<file path="src/rtl/sig_mul_seq.sv">
// sig_mul_seq: radix-2 shift-add significand multiplier for the FPU multiply path.
// Takes two unsigned significands (double 53-bit or single 24-bit) behind a
// valid/ready handshake and returns the exact product left-aligned in a 128-bit
// word plus the latched precision flag, ready for the rounder.
// Optional build macro SIGMUL_ZERO_SKIP_EN: when defined, a zero operand skips
// the iterative phase and the result (zero) is presented right after accept.

module sig_mul_seq #(
    parameter int SIG_W = 53
) (
    input  logic               clk,
    input  logic               rst_n,
    input  logic               in_valid,
    output logic               in_ready,
    input  logic [SIG_W-1:0]   a_sig,
    input  logic [SIG_W-1:0]   b_sig,
    input  logic               db_in,
    output logic               out_valid,
    input  logic               out_ready,
    output logic [127:0]       fn,
    output logic               db,
    output logic               busy
);

    // Output word width is fixed by the rounder interface.
    localparam int FN_W  = 128;
    localparam int SGL_W = 24;
    localparam int ACC_W = 2 * SIG_W;
    localparam int CNT_W = $clog2(SIG_W + 1);

    // A single-precision product, after only SGL_W shift steps, sits in the
    // accumulator shifted left by (SIG_W - SGL_W); these bounds pick it out.
    localparam int SGL_LO = SIG_W - SGL_W;
    localparam int SGL_HI = SGL_LO + 2 * SGL_W - 1;

    typedef enum logic [1:0] {
        IDLE = 2'd0,
        RUN  = 2'd1,
        DONE = 2'd2
    } state_t;

    state_t             r_state;
    state_t             w_nextState;

    logic [SIG_W-1:0]   r_mcand;
    logic [SIG_W-1:0]   r_mplr;
    logic [ACC_W-1:0]   r_acc;
    logic [CNT_W-1:0]   r_count;
    logic               r_db;
    logic [FN_W-1:0]    r_fn;
    logic               r_dbOut;
    logic               r_outValid;
    logic               r_busy;

    logic               w_accept;
    logic               w_zeroSkip;
    logic               w_lastStep;
    logic [SIG_W-1:0]   w_opA;
    logic [SIG_W-1:0]   w_opB;
    logic [CNT_W-1:0]   w_countLoad;
    logic [SIG_W:0]     w_sum;
    logic [ACC_W-1:0]   w_accNext;
    logic [FN_W-1:0]    w_fnNext;

    // Operand conditioning: single precision keeps only the low 24 bits.
    always_comb begin
        w_opA       = a_sig;
        w_opB       = b_sig;
        w_countLoad = CNT_W'(SIG_W);
        if (!db_in) begin
            w_opA       = {{(SIG_W-SGL_W){1'b0}}, a_sig[SGL_W-1:0]};
            w_opB       = {{(SIG_W-SGL_W){1'b0}}, b_sig[SGL_W-1:0]};
            w_countLoad = CNT_W'(SGL_W);
        end
    end

`ifdef SIGMUL_ZERO_SKIP_EN
    // Zero detect on the conditioned operands so ignored upper bits never matter.
    always_comb begin
        w_zeroSkip = (w_opA == '0) || (w_opB == '0);
    end
`else
    // Without the skip feature zero operands take the full iteration count.
    always_comb begin
        w_zeroSkip = 1'b0;
    end
`endif

    // One shift-add step: add the multiplicand into the high half when the
    // current multiplier bit is set, then shift the whole accumulator right.
    always_comb begin
        w_sum      = {1'b0, r_acc[ACC_W-1:SIG_W]};
        if (r_mplr[0]) begin
            w_sum = {1'b0, r_acc[ACC_W-1:SIG_W]} + {1'b0, r_mcand};
        end
        w_accNext  = {w_sum, r_acc[SIG_W-1:1]};
        w_lastStep = (r_count == CNT_W'(1));
    end

    // Left-align the finished product into the rounder's word format.
    always_comb begin
        w_fnNext = {w_accNext, {(FN_W-ACC_W){1'b0}}};
        if (!r_db) begin
            w_fnNext = {w_accNext[SGL_HI:SGL_LO], {(FN_W-2*SGL_W){1'b0}}};
        end
    end

    // Next-state decode; in_ready comes straight from state and is held low in reset.
    always_comb begin
        w_nextState = r_state;
        in_ready    = (r_state == IDLE) && rst_n;
        w_accept    = in_valid && (r_state == IDLE) && rst_n;
        case (r_state)
            IDLE: begin
                if (w_accept) begin
                    w_nextState = w_zeroSkip ? DONE : RUN;
                end
            end
            RUN: begin
                if (w_lastStep) begin
                    w_nextState = DONE;
                end
            end
            DONE: begin
                if (out_ready) begin
                    w_nextState = IDLE;
                end
            end
            default: begin
                w_nextState = IDLE;
            end
        endcase
    end

    // State register.
    always_ff @(posedge clk or negedge rst_n) begin
        if (!rst_n) begin
            r_state <= IDLE;
        end else begin
            r_state <= w_nextState;
        end
    end

    // Registered handshake and status flags follow the state being entered.
    always_ff @(posedge clk or negedge rst_n) begin
        if (!rst_n) begin
            r_outValid <= 1'b0;
            r_busy     <= 1'b0;
        end else begin
            r_outValid <= (w_nextState == DONE);
            r_busy     <= (w_nextState != IDLE);
        end
    end

    // Datapath: latch operands on accept, iterate in RUN, publish result entering DONE.
    always_ff @(posedge clk or negedge rst_n) begin
        if (!rst_n) begin
            r_mcand <= '0;
            r_mplr  <= '0;
            r_acc   <= '0;
            r_count <= '0;
            r_db    <= 1'b0;
            r_fn    <= '0;
            r_dbOut <= 1'b0;
        end else begin
            case (r_state)
                IDLE: begin
                    if (w_accept) begin
                        r_mcand <= w_opA;
                        r_mplr  <= w_opB;
                        r_acc   <= '0;
                        r_count <= w_countLoad;
                        r_db    <= db_in;
                        if (w_zeroSkip) begin
                            r_fn    <= '0;
                            r_dbOut <= db_in;
                        end
                    end
                end
                RUN: begin
                    r_acc   <= w_accNext;
                    r_mplr  <= r_mplr >> 1;
                    r_count <= r_count - CNT_W'(1);
                    if (w_lastStep) begin
                        r_fn    <= w_fnNext;
                        r_dbOut <= r_db;
                    end
                end
                default: begin
                end
            endcase
        end
    end

    assign out_valid = r_outValid;
    assign busy      = r_busy;
    assign fn        = r_fn;
    assign db        = r_dbOut;

endmodule

</file>
<file path="config.mk">
export PLATFORM = sky130hd
export DESIGN_NAME = sig_mul_seq
export DESIGN_NICKNAME = d
export VERILOG_FILES = /design/src/rtl/sig_mul_seq.sv
export SDC_FILE = /design/constraint.sdc
export NUM_CORES = 1
export LEC_CHECK = 0
export BUFFER_PORTS_ARGS = -buffer_cell sky130_fd_sc_hd__buf_2
export CORE_MARGIN = 10
export CORE_UTILIZATION = 35
export CTS_BUF_LIST = sky130_fd_sc_hd__clkbuf_8
export DETAILED_ROUTE_END_ITERATION = 16
export PLACE_DENSITY_LB_ADDON = 0.08
export SKIP_LAST_GASP = 1
export SYNTH_ARGS = -nofsm -noshare
export SYNTH_HDL_FRONTEND = slang
export SYNTH_SLANG_ARGS = --single-unit
</file>
<file path="constraint.sdc">
create_clock -name clk -period 5.3 [get_ports clk]
set_input_delay 1.06 -clock clk [delete_from_list [all_inputs] [get_ports clk]]
set_output_delay 1.06 -clock clk [all_outputs]
set_load 0.01 [all_outputs]
</file>
==> results.py, run 1 <==
metrics = {
    "final_layout": {
        "syn_to_final_growth_pct": 16.1,
        "fin_cells": 2876,
        "utilization_pct": 41.0,
        "fin_area_sq_mm": 0.0200,
        "layout-drive-gt1-share_pct": 16.5,
        "fin_nets": 2335,
        "diodes": 0,
    },
    "global_routing": {
        "grt_pass1_vias": 14879,
        "grt_first_pass_wirelength_microns": 89900,
        "grt.overflow.total": 0,
        "grt_max_degree": 80,
        "grt_util_all_layers_pct": 19.1,
        "antenna_found_initial": 3,
    },
    "clock_network": {
        "worstSkewPairLatency_ps": 690,
        "hold_buffers": 0,
        "cts_buffers": 61,
        "cts_tree": "yes",
        "cts-root-buf": "clkbuf_8",
        "post_cts_resized": 0,
        "cts_setup_buffers": 0,
        "clockBufferDepth": 3,
        "htree_levels": 2,
        "cts.clk_slew.worst_paths_ps": 60,
        "cts_sinks": 329,
    },
    "place": {
        "gp_congestion": 0.921,
        "placed_cells": 2769,
        "dpl.hpwl_microns": 40500,
        "portBuffers": 220,
        "preCtsSetupSlack_ps": 1510,
        "dpl_cell_area_sq_mm": 0.0188,
    },
    "timing": {
        "finalCriticalPeriod_ps": 3890,
        "fmax_ghz": 0.257,
        "setup_slack_ps": 1410,
        "slew_headroom_pct": 24.4,
        "rsz0062_at_grt": "no",
        "finalSetupViolations": 0,
        "hold_viol": 0,
        "tns_ps": 0,
        "whs_ps": 351,
        "finClkSkew_ps": 47.2,
        "drv_slew": 0,
        "finalCritPeriodShare_pct": 73.5,
        "worstMarginPinSlew_ps": 1130,
    },
    "power_and_ir_drop": {
        "p_leak_nw": 10.1,
        "p_sw_share_pct": 47.4,
        "internal_power_mw": 7.52,
        "p_total_mw": 14.3,
        "ir_drop_mv": 0.239,
        "pwr-share-comb_pct": 50.9,
        "power.switching_mw": 6.78,
        "powerDensity_mw_per_mm2": 716,
        "clockPowerShare_pct": 17.4,
        "power_frac_seq_pct": 31.7,
    },
    "synthesis": {
        "async_flop_share_pct": 100,
        "synth_edf_count": 0,
        "yosysUniqueCellTypes": 71,
        "yosysSeqAreaShare_pct": 47.8,
        "yosys.area.top_type": "dfrtp_1",
        "ys_top_cells_by_area": "dfrtp_1 (48%), nand2_1 (13%), o21ai_0 (4.6%), nand3_1 (4.1%), ha_1 (4.0%)",
        "syn_area_sq_mm": 0.0172,
        "avgSynthCellArea_sq_um": 8.59,
        "yosysWarnings": 0,
        "synth_top_area_share_pct": 47.8,
        "netlist_instances": 2005,
        "synth_top_flop_cell": "dfrtp_1",
        "synth-seq-cells": 329,
    },
    "detailed_routing": {
        "drtAntennaViolNets": 0,
        "drc": 0,
        "wirelength_microns": 57200,
        "wire_per_inst_microns": 19.9,
        "vias": 14904,
        "dr.pass1.iters": 5,
        "routed_via_density": 5.18,
        "dr.first_iter.drc_count": 918,
    },
    "die": {
        "row_count": 81,
        "die_h_microns": 242,
        "initial_core_util_pct": 35.3,
        "die_area_sq_mm": 0.0585,
        "dieWidth_microns": 242,
        "core_area_sq_mm": 0.0487,
        "io-pin-count": 243,
    },
    "critical_path": {
        "cp_max_fo": 4,
        "cp.required_ps": 5840,
        "arrival_ps": 4430,
        "worst_setup_path_start_kind": "flip-flop",
        "rr_worst_depth": 12,
        "cp-end-kind": "flip-flop",
        "critPathKind": "reg2reg",
    },
    "flow_run": {
        "max-cap-violations": 0,
    },
    "worst_hold_path": {
        "hold_class": "in2async",
    },
    "outcome": {
        "outcome": "complete, no violations",
    },
}
==> cell usage after synthesis, types with 4 or more instances <==
library cell / instances
o211ai_1: 8
nand2_1: 577
nor2b_1: 7
a31oi_1: 42
o21ai_0: 159
o21bai_1: 8
xnor2_1: 30
a21oi_1: 94
o21a_1: 9
a211oi_1: 6
nor2_1: 81
ha_1: 55
mux2i_1: 39
a41oi_1: 7
o221ai_1: 6
xor2_1: 14
buf_1: 12
clkbuf_1: 124
inv_1: 11
nand2b_1: 19
dfrtp_1: 329
o311ai_0: 4
nor3b_1: 6
o31ai_1: 8
nand4_1: 12
a21o_1: 30
buf_4: 22
and2_1: 5
mux2_2: 8
and3_1: 8
nand3_1: 140
nor3_1: 11
or3_1: 11
a22oi_1: 29
o21ai_1: 18
==> sequential cells by signal, indices dropped and copies added, names as in the netlist <==
signal	cells
r_mcand	53
r_acc	105
out_valid	1
busy	1
r_count	6
r_state	2
r_db	1
fn	106
r_mplr	53
db	1
==> power by group through the flow <==
stage	Combinational, mW	Sequential, mW	Clock (mW)
floorplan	4.99	4.28	0
global placement	7.27	4.56	0
detailed placement	7.30	4.57	0
CTS	7.33	4.54	2.58
global route	8.13	4.67	2.69
finish	7.28	4.53	2.49
==> cells by family (layout without fill, tap and decap cells) <==
family | Yosys count | after routing | share of synthesized area (%)
AO/OA/AOI/OAI | 462 | 462 | 16.6
XOR/XNOR | 44 | 44 | 2.24
adder cells (fa/ha/maj) | 56 | 56 | 4.11
buffers and inverters | 172 | 358 | 4.25
flip-flops | 329 | 329 | 47.8
multiplexers | 48 | 48 | 2.86
other | 1 | 22 | 0.0218
AND/OR/NAND/NOR | 893 | 893 | 22.1
==> placed cells by master (no fill, tap or decap), drive strengths merged, types with 14 or more instances in the layout <==
cell type	count
a21o	31
a21oi	94
a22oi	29
a31oi	42
buf	240
clkbuf	75
conb	22
dfrtp	329
ha	55
inv	33
mux2i	39
nand2	578
nand2b	19
nand3	140
nor2	81
o21ai	177
xnor2	30
xor2	14
==> worst paths after layout <==
kind,startpoint,endpoint,slack (ps)
worst max-delay path,r_mcand[0],fn[126],1410
worst min-delay path,rst_n,r_acc[100],350
worst max register to register,r_mcand[0],fn[126],1410
worst min register to register,fn[46],fn[46],460
max in group asynchronous,rst_n,fn[54],2750
min in group clk,fn[46],fn[46],460
==> routing by layer <==
| metal | part of all wire (%) | wire length, microns | track usage (%) | vias to the layer above |
|---|---|---|---|---|
| met5 | 0.023 | 13 | 0 | - |
| met4 | 2.5 | 1430 | 5.96 | 2 |
| met3 | 5.0 | 2850 | 3.66 | 81 |
| met2 | 46 | 26500 | 30.4 | 351 |
| met1 | 46 | 26400 | 25.9 | 7260 |
| li1 | - | - | - | 7210 |
==> final cells by class <==
type	count	area [sq um]
Inverter	11	41.3
Multi-Input combinational cell	1525	8370
Sequential cell	329	8240
Timing Repair Buffer	240	1270
Clock buffer	75	1030
Tap cell	664	831
Clock inverter	32	196
Fill cell	4996	28800
==> critical path: stages (launching register included) <==
cell	delay (ps)
dfrtp_1	380
ha_1	230
fa_1	420
a21o_1	260
a221oi_4	340
nor3_2	140
o311ai_4	400
a211oi_2	170
o2111a_2	300
o31ai_1	470
nor3b_2	280
nor4b_1	90
a211o_1	280
Note: power is estimated with default switching activity, not from simulation.
==> run 2: changes to the inputs <==
- clock period: 5.3 -> 3.6 ns (I/O delays scaled with it)
==> run 2 against run 1 <==
Net effect: total power rose by 51%; cell area rose by 1.4%; core utilization rose by 0.56 points; worst hold slack got worse by 180 ps; register-to-register slack got worse by 1300 ps; die area did not move; flip-flop and latch count did not move; global-route usage rose by 0.37 points; via count rose by 0.43%.
==> results.py, run 2 (synthesis results as in run 1) <==
metrics = {
    "timing": {
        "whs_ps": 169,
        "hold_viol": 0,
        "slew_headroom_pct": 29.4,
        "tns_ps": 0,
        "fmax_ghz": 0.290,
        "finalSetupViolations": 0,
        "finalCriticalPeriod_ps": 3450,
        "finClkSkew_ps": 33.1,
        "drv_slew": 0,
        "worstMarginPinSlew_ps": 1060,
        "setup_slack_ps": 146,
        "rsz0062_at_grt": "no",
        "finalCritPeriodShare_pct": 95.9,
    },
    "final_layout": {
        "layout_common_cells": "nand2_1 (575), dfrtp_1 (327), buf_2 (219)",
        "fin_nets": 2374,
        "layout-drive-gt1-share_pct": 18.0,
        "diodes": 0,
        "syn_to_final_growth_pct": 17.6,
        "fin_area_sq_mm": 0.0203,
        "mostFrequentLayoutCell": "nand2_1",
        "utilization_pct": 41.5,
        "fin_cells": 2903,
        "largest_reg_flops": 106,
    },
    "die": {
        "core_area_sq_mm": 0.0487,
        "die_h_microns": 242,
        "io-pin-count": 243,
        "dieWidth_microns": 242,
        "row_count": 81,
        "die_area_sq_mm": 0.0585,
        "initial_core_util_pct": 35.3,
    },
    "power_and_ir_drop": {
        "ir_drop_mv": 0.356,
        "p_total_mw": 21.7,
        "p_leak_nw": 10.2,
        "powerDensity_mw_per_mm2": 1070,
    },
    "critical_path": {
        "cp_top_family": "compound AO/OA/AOI/OAI gates",
        "crit_chain": "ha_1 > fa_1 > a21o_1 > a221oi_4 > nor3_2 > o311ai_4 > a211oi_2 > o2111a_2 > o31ai_1 > nor3b_2 > nor4b_1 > a211o_1",
        "cp.required_ps": 4150,
        "crit_cells": 12,
        "startpoint": "r_mcand[0]",
        "ff2ff_setup_slack_ps": 150,
        "timing.rr.start": "r_mcand[0]",
        "arrival_ps": 4010,
        "critPathKind": "reg2reg",
        "worst_path_largest_cell_delay_ps": 420,
        "cp-end-kind": "flip-flop",
        "critPathBufInv": 0,
        "cp_max_fo": 3,
        "rr_worst_depth": 12,
        "crit_slowest_cell": "fa_1",
        "worst_setup_path_start_kind": "flip-flop",
        "reg2reg_to": "fn[126]",
    },
    "detailed_routing": {
        "wirelength_microns": 58100,
        "dr.first_iter.drc_count": 1006,
        "drtAntennaViolNets": 0,
        "vias": 14968,
        "dr.pass1.iters": 5,
        "routed_via_density": 5.16,
        "drc": 0,
        "wire_per_inst_microns": 20.0,
    },
    "place": {
        "dpl.hpwl_microns": 41500,
        "preCtsSetupSlack_ps": 134,
        "gp_congestion": 0.900,
        "placed_cells": 2810,
        "portBuffers": 220,
        "dpl_cell_area_sq_mm": 0.0191,
    },
    "global_routing": {
        "grt_pass1_vias": 15121,
        "antenna_found_initial": 2,
        "grt_first_pass_wirelength_microns": 91400,
        "grt_util_all_layers_pct": 19.5,
        "grt.overflow.total": 0,
        "grt_max_degree": 131,
    },
    "clock_network": {
        "clockBufferDepth": 3,
        "cts_tree": "yes",
        "cts-root-buf": "clkbuf_8",
        "cts_sinks": 329,
        "cts.clk_slew.worst_paths_ps": 70,
        "cts_buffers": 59,
        "worstSkewPairLatency_ps": 700,
        "htree_levels": 2,
        "hold_buffers": 0,
    },
    "worst_hold_path": {
        "hold_class": "in2async",
    },
    "flow_run": {
        "max-cap-violations": 0,
    },
    "outcome": {
        "outcome": "complete, no violations",
    },
}
[run 2: cell count changes in the layout (fill, tap and decap cells not counted), sizes merged]
cell      change
buf          +41
bufinv        -2
clkbuf        -1
clkinv        -4
clkinvlp      -1
inv           -6
[run 2: power breakdown]
group	internal [mW]	switching, mW	total, mW
combinational	4.29	7.25	11.5
clock	1.83	1.65	3.48
sequential	5.28	1.35	6.63
total	11.4	10.3	21.7
[run 2: worst max path at each step]
stage	slack (ps)	to
after floorplan	380	fn[126]
after global placement	170	fn[126]
after detailed placement	130	fn[126]
after CTS	100	fn[126]
after global routing	1	fn[126]
final	150	fn[126]
[run 2: layout make-up]
| cell class | count | area [sq um] |
|---|---|---|
| clock buffer | 74 | 1020 |
| clock inverter | 19 | 108 |
| fill | 5056 | 28500 |
| inverter | 11 | 41.3 |
| multi-input combinational | 1525 | 8370 |
| sequential | 329 | 8240 |
| tap | 664 | 831 |
| timing repair buffer | 281 | 1640 |
[run 2: per-layer routing]
layer | part of all wire, % | vias up | track usage [%]
met5 | 0.017 | - | 0
met4 | 2.2 | 2 | 5.96
met3 | 5.0 | 81 | 3.76
met2 | 47 | 344 | 31.2
met1 | 46 | 7259 | 26.2
li1 | - | 7282 | -
[run 2: worst register-to-register path: cells and delay by family (launching register included)]
kind / cells / cell delay (ps)
flops: 1 / 380
fa+ha+maj: 2 / 650
compound gates: 7 / 1870
simple gates: 3 / 440
[run 2: what timing repair did]
action,4_1_cts,5_1_grt
gates resized for setup,0,1
setup endpoints to repair,0,3
buffers inserted,0,0
endpoints found under the hold margin,0,0
